**src/rtl/clk_div_if.sv**
```systemverilog
// Control/status bundle for the programmable clock divider: ratio requests in,
// divided clock, tick strobe and ratio-change acknowledge out.
interface clk_div_if #(
  parameter int CNT_W = 16
);
  logic             en;
  logic [CNT_W-1:0] div_val;
  logic             div_load;
  logic             clk_out;
  logic             tick;
  logic             div_ack;

  // div_load is a 1-cycle request carrying div_val; it is always accepted.
  // div_ack pulses once when the latest request takes effect at a period boundary.
  modport master (
    output en,
    output div_val,
    output div_load,
    input  clk_out,
    input  tick,
    input  div_ack
  );

  modport slave (
    input  en,
    input  div_val,
    input  div_load,
    output clk_out,
    output tick,
    output div_ack
  );
endinterface

```
**src/rtl/clk_div_prog.sv**
```systemverilog
// Runtime-programmable clock divider producing a glitch-free square wave and a
// rising-edge strobe; new ratios are adopted only at period boundaries.
module clk_div_prog #(
  parameter int CNT_W       = 16,
  parameter int DEFAULT_DIV = 4
) (
  input  logic       clk,
  input  logic       reset,
  clk_div_if.slave   bus
);

  localparam logic [CNT_W-1:0] MIN_DIV = CNT_W'(2);
  localparam logic [CNT_W-1:0] DEF_DIV = CNT_W'(DEFAULT_DIV);
  localparam logic [CNT_W-1:0] ONE     = CNT_W'(1);

  logic [CNT_W-1:0] cnt;
  logic [CNT_W-1:0] div_act;
  logic [CNT_W-1:0] div_pend;
  logic             pend_v;
  logic             clk_out_q;
  logic             tick_q;
  logic             div_ack_q;

  logic [CNT_W-1:0] high_len;
  logic [CNT_W-1:0] load_val;
  logic [CNT_W-1:0] next_div;
  logic             wrap;
  logic             change;

  // Ratios below 2 cannot form a square wave, so they are promoted to /2.
  always_comb begin
    load_val = (bus.div_val < MIN_DIV) ? MIN_DIV : bus.div_val;
    high_len = div_act >> 1;
    wrap     = (cnt == (div_act - ONE));
    change   = bus.div_load || pend_v;
    next_div = bus.div_load ? load_val : div_pend;
  end

  always_ff @(posedge clk) begin
    if (reset) begin
      cnt       <= '0;
      div_act   <= DEF_DIV;
      div_pend  <= DEF_DIV;
      pend_v    <= 1'b0;
      clk_out_q <= 1'b0;
      tick_q    <= 1'b0;
      div_ack_q <= 1'b0;
    end else begin
      if (bus.div_load) begin
        div_pend <= load_val;
        pend_v   <= 1'b1;
      end
      if (bus.en) begin
        clk_out_q <= (cnt < high_len);
        tick_q    <= (cnt == '0);
        if (wrap) begin
          cnt <= '0;
          // A load arriving in the wrap cycle itself applies to the next period.
          if (change) begin
            div_act   <= next_div;
            pend_v    <= 1'b0;
            div_ack_q <= 1'b1;
          end else begin
            div_ack_q <= 1'b0;
          end
        end else begin
          cnt       <= cnt + ONE;
          div_ack_q <= 1'b0;
        end
      end else begin
        tick_q    <= 1'b0;
        div_ack_q <= 1'b0;
      end
    end
  end

  assign bus.clk_out = clk_out_q;
  assign bus.tick    = tick_q;
  assign bus.div_ack = div_ack_q;

endmodule
```
**src/flat_wrapper.sv**
```systemverilog
// flat-port wrapper written by rule: the top's interface ports become plain ports
module clk_div_prog_flat 
#(
  parameter int CNT_W       = 16,
  parameter int DEFAULT_DIV = 4
)
  (clk, reset, bus_en, bus_div_val, bus_div_load, bus_clk_out, bus_tick, bus_div_ack);
  clk_div_if #(.CNT_W(CNT_W)) bus_i ();
  input  logic clk;
  input  logic reset;
  input wire logic [$bits(bus_i.en)-1:0] bus_en;
  input wire logic [$bits(bus_i.div_val)-1:0] bus_div_val;
  input wire logic [$bits(bus_i.div_load)-1:0] bus_div_load;
  output wire logic [$bits(bus_i.clk_out)-1:0] bus_clk_out;
  output wire logic [$bits(bus_i.tick)-1:0] bus_tick;
  output wire logic [$bits(bus_i.div_ack)-1:0] bus_div_ack;
  assign bus_i.en = bus_en;
  assign bus_i.div_val = bus_div_val;
  assign bus_i.div_load = bus_div_load;
  assign bus_clk_out = bus_i.clk_out;
  assign bus_tick = bus_i.tick;
  assign bus_div_ack = bus_i.div_ack;
  clk_div_prog #(.CNT_W(CNT_W), .DEFAULT_DIV(DEFAULT_DIV)) u_core (.clk(clk), .reset(reset), .bus(bus_i));
endmodule
```
**config.mk**
```make
export PLATFORM = sky130hd
export DESIGN_NAME = clk_div_prog_flat
export DESIGN_NICKNAME = d
export VERILOG_FILES = /design/src/rtl/clk_div_if.sv /design/src/rtl/clk_div_prog.sv /design/src/flat_wrapper.sv
export SDC_FILE = /design/constraint.sdc
export NUM_CORES = 1
export LEC_CHECK = 0
export BUFFER_PORTS_ARGS = -buffer_cell sky130_fd_sc_hd__buf_4
export CAP_MARGIN = 20
export CORE_AREA = 2 2 117 96
export CTS_BUF_LIST = sky130_fd_sc_hd__clkbuf_4 sky130_fd_sc_hd__clkbuf_8
export DETAILED_ROUTE_END_ITERATION = 10
export DIE_AREA = 0 0 119 98
export MAX_ROUTING_LAYER = met4
export PLACE_DENSITY = 0.51
export SLEW_MARGIN = 30
export SYNTH_ARGS = -nofsm -noshare
export SYNTH_HDL_FRONTEND = slang
export SYNTH_SLANG_ARGS = --single-unit
```
**constraint.sdc**
```tcl
create_clock -name clk -period 3.4 [get_ports clk]
set_input_delay 0.68 -clock clk [delete_from_list [all_inputs] [get_ports clk]]
set_output_delay 0.68 -clock clk [all_outputs]
set_load 0.01 [all_outputs]
```
# Word-level counts from Yosys, hierarchy flattened
# Cells that the tools add are included.
dict set report op_classes {
  n_addsub 2
  mul 0
  div_mod_pow 0
  magnitude_cmp 2
  n_eq_ne 1
  shifts 0
  muxes 8
  n_bitwise 2
  n_reduce_logical 5
}
# op count
set op_table {}
lappend op_table {{2-to-1 mux 16 bit} 3}
lappend op_table {{adder 16 x 1 -> 16 bit (second input constant)} 1}
lappend op_table {{== test 16 bit} 1}
lappend op_table {{zero test 16 bit} 1}
lappend op_table {{< comparator 16 x 15 -> 1 bit} 1}
lappend op_table {{< comparator 16 x 2 -> 1 bit (second input constant)} 1}
lappend op_table {{subtractor 16 x 1 -> 16 bit (second input constant)} 1}
lappend op_table {{2-to-1 mux 1 bit} 5}
lappend op_table {{AND reduction 3 bit} 1}
lappend op_table {{OR reduction 3 bit} 1}
lappend op_table {{inverter 1 bit} 2}
lappend op_table {{OR reduction 2 bit} 1}
lappend op_table {{logical OR 1 bit} 1}
dict set report word_totals {
  reg_bits 52
  latch_bits 0
  mem_bits_rw 0
  rom_bits 0
  inputBits 20
  output_inout_bits 3
  word_cells 27
  n_memories 0
}

# Longest topological paths before layout
# Gate-level depths: netlist (run 1).
dict set report depth {
  word_depth 4
  mapped_depth 11
  depth_no_buf 9
}

# Least setup slack after synthesis (run 1)
# Ideal clock, no wire load.
dict set report synth_path {
  path_type {register to register}
  from {register u_core.div_act[0]}
  to {register u_core.div_act[10]}
  setup_time_ns 0.121
  t_arrival_ns 2.905
  required_time_ns 3.279
  path_slack_ns 0.374
  path_stages_with_launch 12
  path_buffers 2
  period_less_slack_ns 3.026
  cell_sequence {dfxtp_1 > inv_1 > ha_1 > or4b_4 > buf_6 > o21ai_2 > o41ai_1 > or4_4 > nor4_4 > nand3b_4 > buf_6 > mux2_4}
}
dict set report synth_between {
  elab_chain_cells 3
}
# element line
set synth_rtl {}
lappend synth_rtl {{start: declaration} clk_div_prog.sv:17} ;# logic [CNT_W-1:0] div_act;
lappend synth_rtl {{start signal: assignment} clk_div_prog.sv:60} ;# div_act <= next_div;
lappend synth_rtl {{subtractor 16 x 1 -> 16 bit} clk_div_prog.sv:34} ;# wrap = (cnt == (div_act - ONE));
lappend synth_rtl {{== test 16 bit} clk_div_prog.sv:34}
lappend synth_rtl {{AND reduction 3 bit (no line)} n/a}
# No other way between the ends.
# A chain may end at the register's enable or synchronous reset.

# Worst setup path in the final report (run 1)
# Same ends and word-level chain as after synthesis.

==> impl_metrics.ini, run 1 <==
[run_status]
status = complete, no violations

[setup_path]
cpPeakStageDelay_ps = 540
ff2ff_setup_slack_ps = 210
cp_top_family = simple AND/OR/NAND/NOR gates
crit_type = reg -> reg
cp.arrival_ps = 3390
critPathBufInv = 1
timing.rr.start = u_core.div_act[0]
cp_slowest_cell = or4b_4
end_kind = flip-flop
r2r_cells = 9
worstPathRequired_ps = 3610
startpoint_type = flip-flop
cp_max_fo = 16
path_cells = inv_1, ha_1, or4b_4, nor4_1, o32a_1, o211ai_1, nor4_4, nand3b_4, mux2_4
rr_endpoint = u_core.div_act[10]

[finish]
drive_above_1_share_pct = 16.5
diodes = 0
nNetsFinal = 401
area_growth_pct = 13.3

[pwr]
p_switching_uw = 272
p_int_uw = 965
power.total_uw = 1240
leakagePower_uw = 0.00149
p_seq_share_pct = 51.3
pwr-share-comb_pct = 8.6
irDropWorstVdd_mv = 0.128
power.share.switching_pct = 22.0
clkPwrFrac_pct = 40.0
p_per_area_nw_per_um2 = 352

[yosys]
synth_common_cells = nor2_1 (59), dfxtp_1 (52), inv_1 (18), ha_1 (17), xor2_1 (17)
netlist_area_um2 = 3100
ys_types = 54
yosysMostFrequentCell = nor2_1
syn_inst = 348
synth_warnings = 0
yosysTopAreaCell = dfxtp_1
synth_edf_count = 0
synthesis.nets = 385
avgSynthCellArea_um2 = 8.91
synth_top_area_share_pct = 33.6
synth.yosys.seq_area_share_pct = 33.6
ys_ff_latch = 52
synthArstFlopShare_pct = 0
synth-main-ff-cell = dfxtp_1
synth_area_leaders = dfxtp_1 (34%), nor2_1 (7.1%), ha_1 (6.9%)

[grt]
grt_max_degree = 38
antenna_found_initial = 0
grt_pass1_wl_mm = 13.1
grt.overflow.total = 0
grt_pass1_vias = 2509
grt_usage_pct = 14.6

[worst_hold_path]
min_to = u_core.div_pend[0]
hp-class = reg -> reg
hp-start = u_core.div_pend[0]
hold_depth = 2

[cts]
ctsHoldBuffers = 0
numCtsBuffers = 5
cts.htree.levels = 2
cts_tree = yes
root_buffer = clkbuf_8
path_clk_slew_ps = 90
clock_latency_ps = 320
cts_resized = 0
postCtsSetupRepairBufs = 0
clock-sinks = 52
clk_path_buf_depth = 2

[floorplan]
initial_core_util_pct = 29.3
die_y_um = 98
io_pins = 23
num_rows = 34
die_area_um2 = 11700
die_x_um = 119
placeableCoreArea_um2 = 10600

[detailed_routing]
ant_nets = 0
wl_per_cell_um = 15.1
drc = 0
vias = 2438
dr.pass1.iters = 4
vias_per_cell = 4.80
routed_wl_mm = 7.68
drtIter0Drc = 125

[place]
finalWeightedCongestion = 0.881
hpwl_mm = 5.92
port_buffers = 22

[sta]
setup_viol = 0
relSlewSlack_pct = 44.9
fin_worst_skew_ps = 8.41
worst_pin_slew_ps = 806
maxSlewViolCount = 0
rsz0062_at_grt = false
final_hold_viol_count = 0
max_clock_freq_mhz = 314
finalSetupTns_ps = 0
period_share_pct = 93.7
min_period_ps = 3190

[run]
maxCapViolations = 0
[routing by layer]
metal | global-route usage, % | vias to the layer above | routed length, um
met5 | - | - | 0
met4 | 3.57 | 0 | 91
met3 | 2.75 | 10 | 273
met2 | 22.5 | 49 | 3310
met1 | 19.7 | 1121 | 4000
li1 | - | 1258 | -
[flip-flops by register name, indices dropped and copies added (netlist names)]
signal and cells:
u_core.pend_v 1, u_core.div_pend 16, u_core.div_act 16, u_core.bus.tick 1, u_core.bus.div_ack 1, u_core.cnt 16
u_core.bus.clk_out 1
[area by class of cell]
cell class / instances / area, um^2
fill: 1132 / 7080
multi-input combinational: 261 / 1900
inverter: 18 / 67.6
tap: 144 / 180
clock inverter: 2 / 60.1
timing repair buffer: 26 / 195
sequential: 52 / 1040
clock buffer: 5 / 68.8
[per-stage QoR]
step | std cells | setup slack (ps) | util [%] | hold WS [ps] | area [um^2]
after detailed placement | 501 | 214 | 32.0 | 496 | 3380
after CTS | 508 | 199 | 33.2 | 511 | 3510
after global routing | 508 | 4.55 | 33.2 | 533 | 3510
final | 508 | 214 | 33.2 | 508 | 3510
after floorplan | 348 | 374 | - | 447 | 3100
after global placement | 501 | 313 | 32.0 | 484 | 3380
[kinds of logic after synthesis]
| kind of cell | synth area share (%) |
|---|---|
| XOR/XNOR | 8.19 |
| AO/OA/AOI/OAI | 10.3 |
| AND/OR/NAND/NOR | 24.7 |
| adder cells (fa/ha/maj) | 6.86 |
| multiplexers | 11.2 |
| flip-flops | 33.6 |
| buffers and inverters | 5.12 |
[worst max path at each step]
stage                                  from            endpoint  cells past startpoint
final                     u_core.div_act[0]  u_core.div_act[10]                      9
after floorplan           u_core.div_act[0]  u_core.div_act[10]                     11
after CTS                 u_core.div_act[0]  u_core.div_act[10]                      9
after global routing      u_core.div_act[0]  u_core.div_act[10]                      9
after detailed placement  u_core.div_act[0]  u_core.div_act[10]                      9
after global placement    u_core.div_act[0]  u_core.div_act[10]                      9
[power by group through the flow]
stage	registers, uW	clock network (uW)	logic, uW
3_5_place_dp	649	0	107
2_1_floorplan	647	0	66.4
5_1_grt	638	533	119
6_report	635	495	107
3_3_place_gp	649	0	107
4_1_cts	635	512	108
[worst min-delay path: stages, from the launching register on]
cell and delay [ps]:
dfxtp_1 310, nand2b_1 60, a21oi_1 80
[placed cells by master (no fill, tap or decap), types with 8 or more instances in the layout]
master   Yosys  layout
nand3_1      8       8
nand2_1     14      14
xor2_1      17      17
a21o_1       8       8
mux2i_1     13      13
dfxtp_1     52      52
xnor2_1     12      12
a21oi_1      9       9
nor4_1      10      10
buf_4        0      26
nor2_1      59      59
mux2_4      10      10
inv_1       18      18
ha_1        17      17
nand4_1      8       8
(Power assumes the default switching activity.)
==> run 2, diff against run 1 <==
- clock period: 3.4 -> 3.45 ns (I/O delays scaled with it)
==> run 2 against run 1 <==
Worst hold slack worse by 17 ps; count of clock-buffer cells in the layout grew 1; combinational power about the same; critical endpoint unchanged; largest power group unchanged.
==> impl_metrics.ini, run 2 (synthesis results as in run 1) <==
[run_status]
status = complete, no violations

[sta]
min_period_ps = 3210
final_hold_viol_count = 0
setup_viol = 0
worst_pin_slew_ps = 904
period_share_pct = 93.0
maxSlewViolCount = 0
finalSetupTns_ps = 0
rsz0062_at_grt = false
fin_worst_skew_ps = 5.25
relSlewSlack_pct = 38.2
max_clock_freq_mhz = 312

[grt]
grt_max_degree = 38
grt_pass1_wl_mm = 12.9
grt_pass1_vias = 2446
grt_usage_pct = 14.3
antenna_found_initial = 0
grt.overflow.total = 0

[finish]
fill_cells = 1121
reg.largest.list = u_core.cnt: 16 flops, u_core.div_act: 16 flops, u_core.div_pend: 16 flops
diodes = 0
final_cell_mix = nor2_1 (59), dfxtp_1 (52), buf_4 (25)
area_growth_pct = 12.1
nNetsFinal = 400
drive_above_1_share_pct = 16.5
layout_commonest_cell = nor2_1

[cts]
clock_latency_ps = 310
ctsHoldBuffers = 0
cts_tree = yes
numCtsBuffers = 5
root_buffer = clkbuf_8
path_clk_slew_ps = 100
clk_path_buf_depth = 2
cts.htree.levels = 2
clock-sinks = 52

[worst_hold_path]
hp-class = reg -> reg

[pwr]
power.total_uw = 1110
p_per_area_nw_per_um2 = 320
p_seq_share_pct = 56.3
clkPwrFrac_pct = 34.2
power.share.switching_pct = 25.4
p_switching_uw = 283
p_int_uw = 829
pwr-share-comb_pct = 9.5
leakagePower_uw = 0.00146
irDropWorstVdd_mv = 0.137

[detailed_routing]
routed_wl_mm = 7.86
drc = 0
wl_per_cell_um = 15.5
vias_per_cell = 4.93
vias = 2504
drtIter0Drc = 113
dr.pass1.iters = 4
ant_nets = 0

[setup_path]
cp_top_family = simple AND/OR/NAND/NOR gates
r2r_cells = 9
path_cells = inv_1, ha_1, or4b_4, nor4_1, o32a_1, o211ai_1, nor4_4, nand3b_4, mux2_4
endpoint = u_core.div_act[10]
ff2ff_setup_slack_ps = 240
path_depth = 9
critPathLaunch = u_core.div_act[0]
critPathBufInv = 1
worstPathRequired_ps = 3650
startpoint_type = flip-flop
timing.rr.start = u_core.div_act[0]
end_kind = flip-flop
cp.arrival_ps = 3410
crit_type = reg -> reg
rr_endpoint = u_core.div_act[10]
cpPeakStageDelay_ps = 550
cp_max_fo = 16
cp_slowest_cell = or4b_4

[run]
maxCapViolations = 0

[place]
finalWeightedCongestion = 0.884
hpwl_mm = 5.96
port_buffers = 22

[floorplan]
io_pins = 23
die_area_um2 = 11700
die_x_um = 119
initial_core_util_pct = 29.3
die_y_um = 98
placeableCoreArea_um2 = 10600
num_rows = 34
-- run 2: changes by cell type in the layout (fill, tap and decap cells not counted), sizes merged --
cell,delta
buf,-1
clkinvlp,+2
bufinv,-2
clkbuf,+1
-- run 2: power by group through the flow --
stage,registers [uW],logic [uW],clock network [uW]
after global placement,640,105,0
after detailed placement,640,106,0
final,626,105,380
after global routing,628,117,414
after floorplan,638,65.4,0
after CTS,626,106,391
-- run 2: what timing repair did --
action                     4_1_cts  5_1_grt
setup endpoints to repair        0        2
setup buffers                    0        0
resized for setup                0        0
-- run 2: tightest hold or removal path: stages, from the launching register on --
cell     delay [ps]
dfxtp_1         310
nor2_1           70
nor3_1           70
-- run 2: worst min path at each step --
stage	startpoint	endpoint	depth (start not counted)
2_1_floorplan	u_core.pend_v	u_core.pend_v	2
3_3_place_gp	u_core.div_pend[1]	u_core.div_pend[1]	2
3_5_place_dp	u_core.div_pend[1]	u_core.div_pend[1]	2
4_1_cts	u_core.div_pend[1]	u_core.div_pend[1]	2
5_1_grt	u_core.div_pend[1]	u_core.div_pend[1]	2
6_report	u_core.div_pend[1]	u_core.div_pend[1]	2
-- run 2: per-stage QoR --
stage                     util [%]  hold slack [ps]  cells  worst slack, ps  cell area [um^2]
after floorplan                  -              447    348              424              3100
after global placement        31.9              479    500              359              3380
after detailed placement      31.9              481    500              253              3380
after CTS                     32.8              496    508              233              3470
after global routing          32.8              524    508             7.19              3470
final                         32.8              491    508              242              3470
-- run 2: metal layers --
| metal | track usage, % | share of wire (%) | routed length (um) | vias up |
|---|---|---|---|---|
| met5 | - | 0 | 0 | - |
| met4 | 3.39 | 0.85 | 67 | 0 |
| met1 | 20.2 | 53 | 4150 | 1188 |
| met3 | 2.22 | 3.3 | 262 | 4 |
| met2 | 21.4 | 43 | 3380 | 58 |
| li1 | - | - | - | 1254 |
-- run 2: final cells by class --
type	count	area [um^2]	area share [%]
clock buffer	6	82.6	2.38
clock inverter	2	15.0	0.432
inverter	18	67.6	1.94
multi-input combinational	261	1900	54.7
sequential	52	1040	30.0
tap	144	180	5.19
timing repair buffer	25	188	5.40
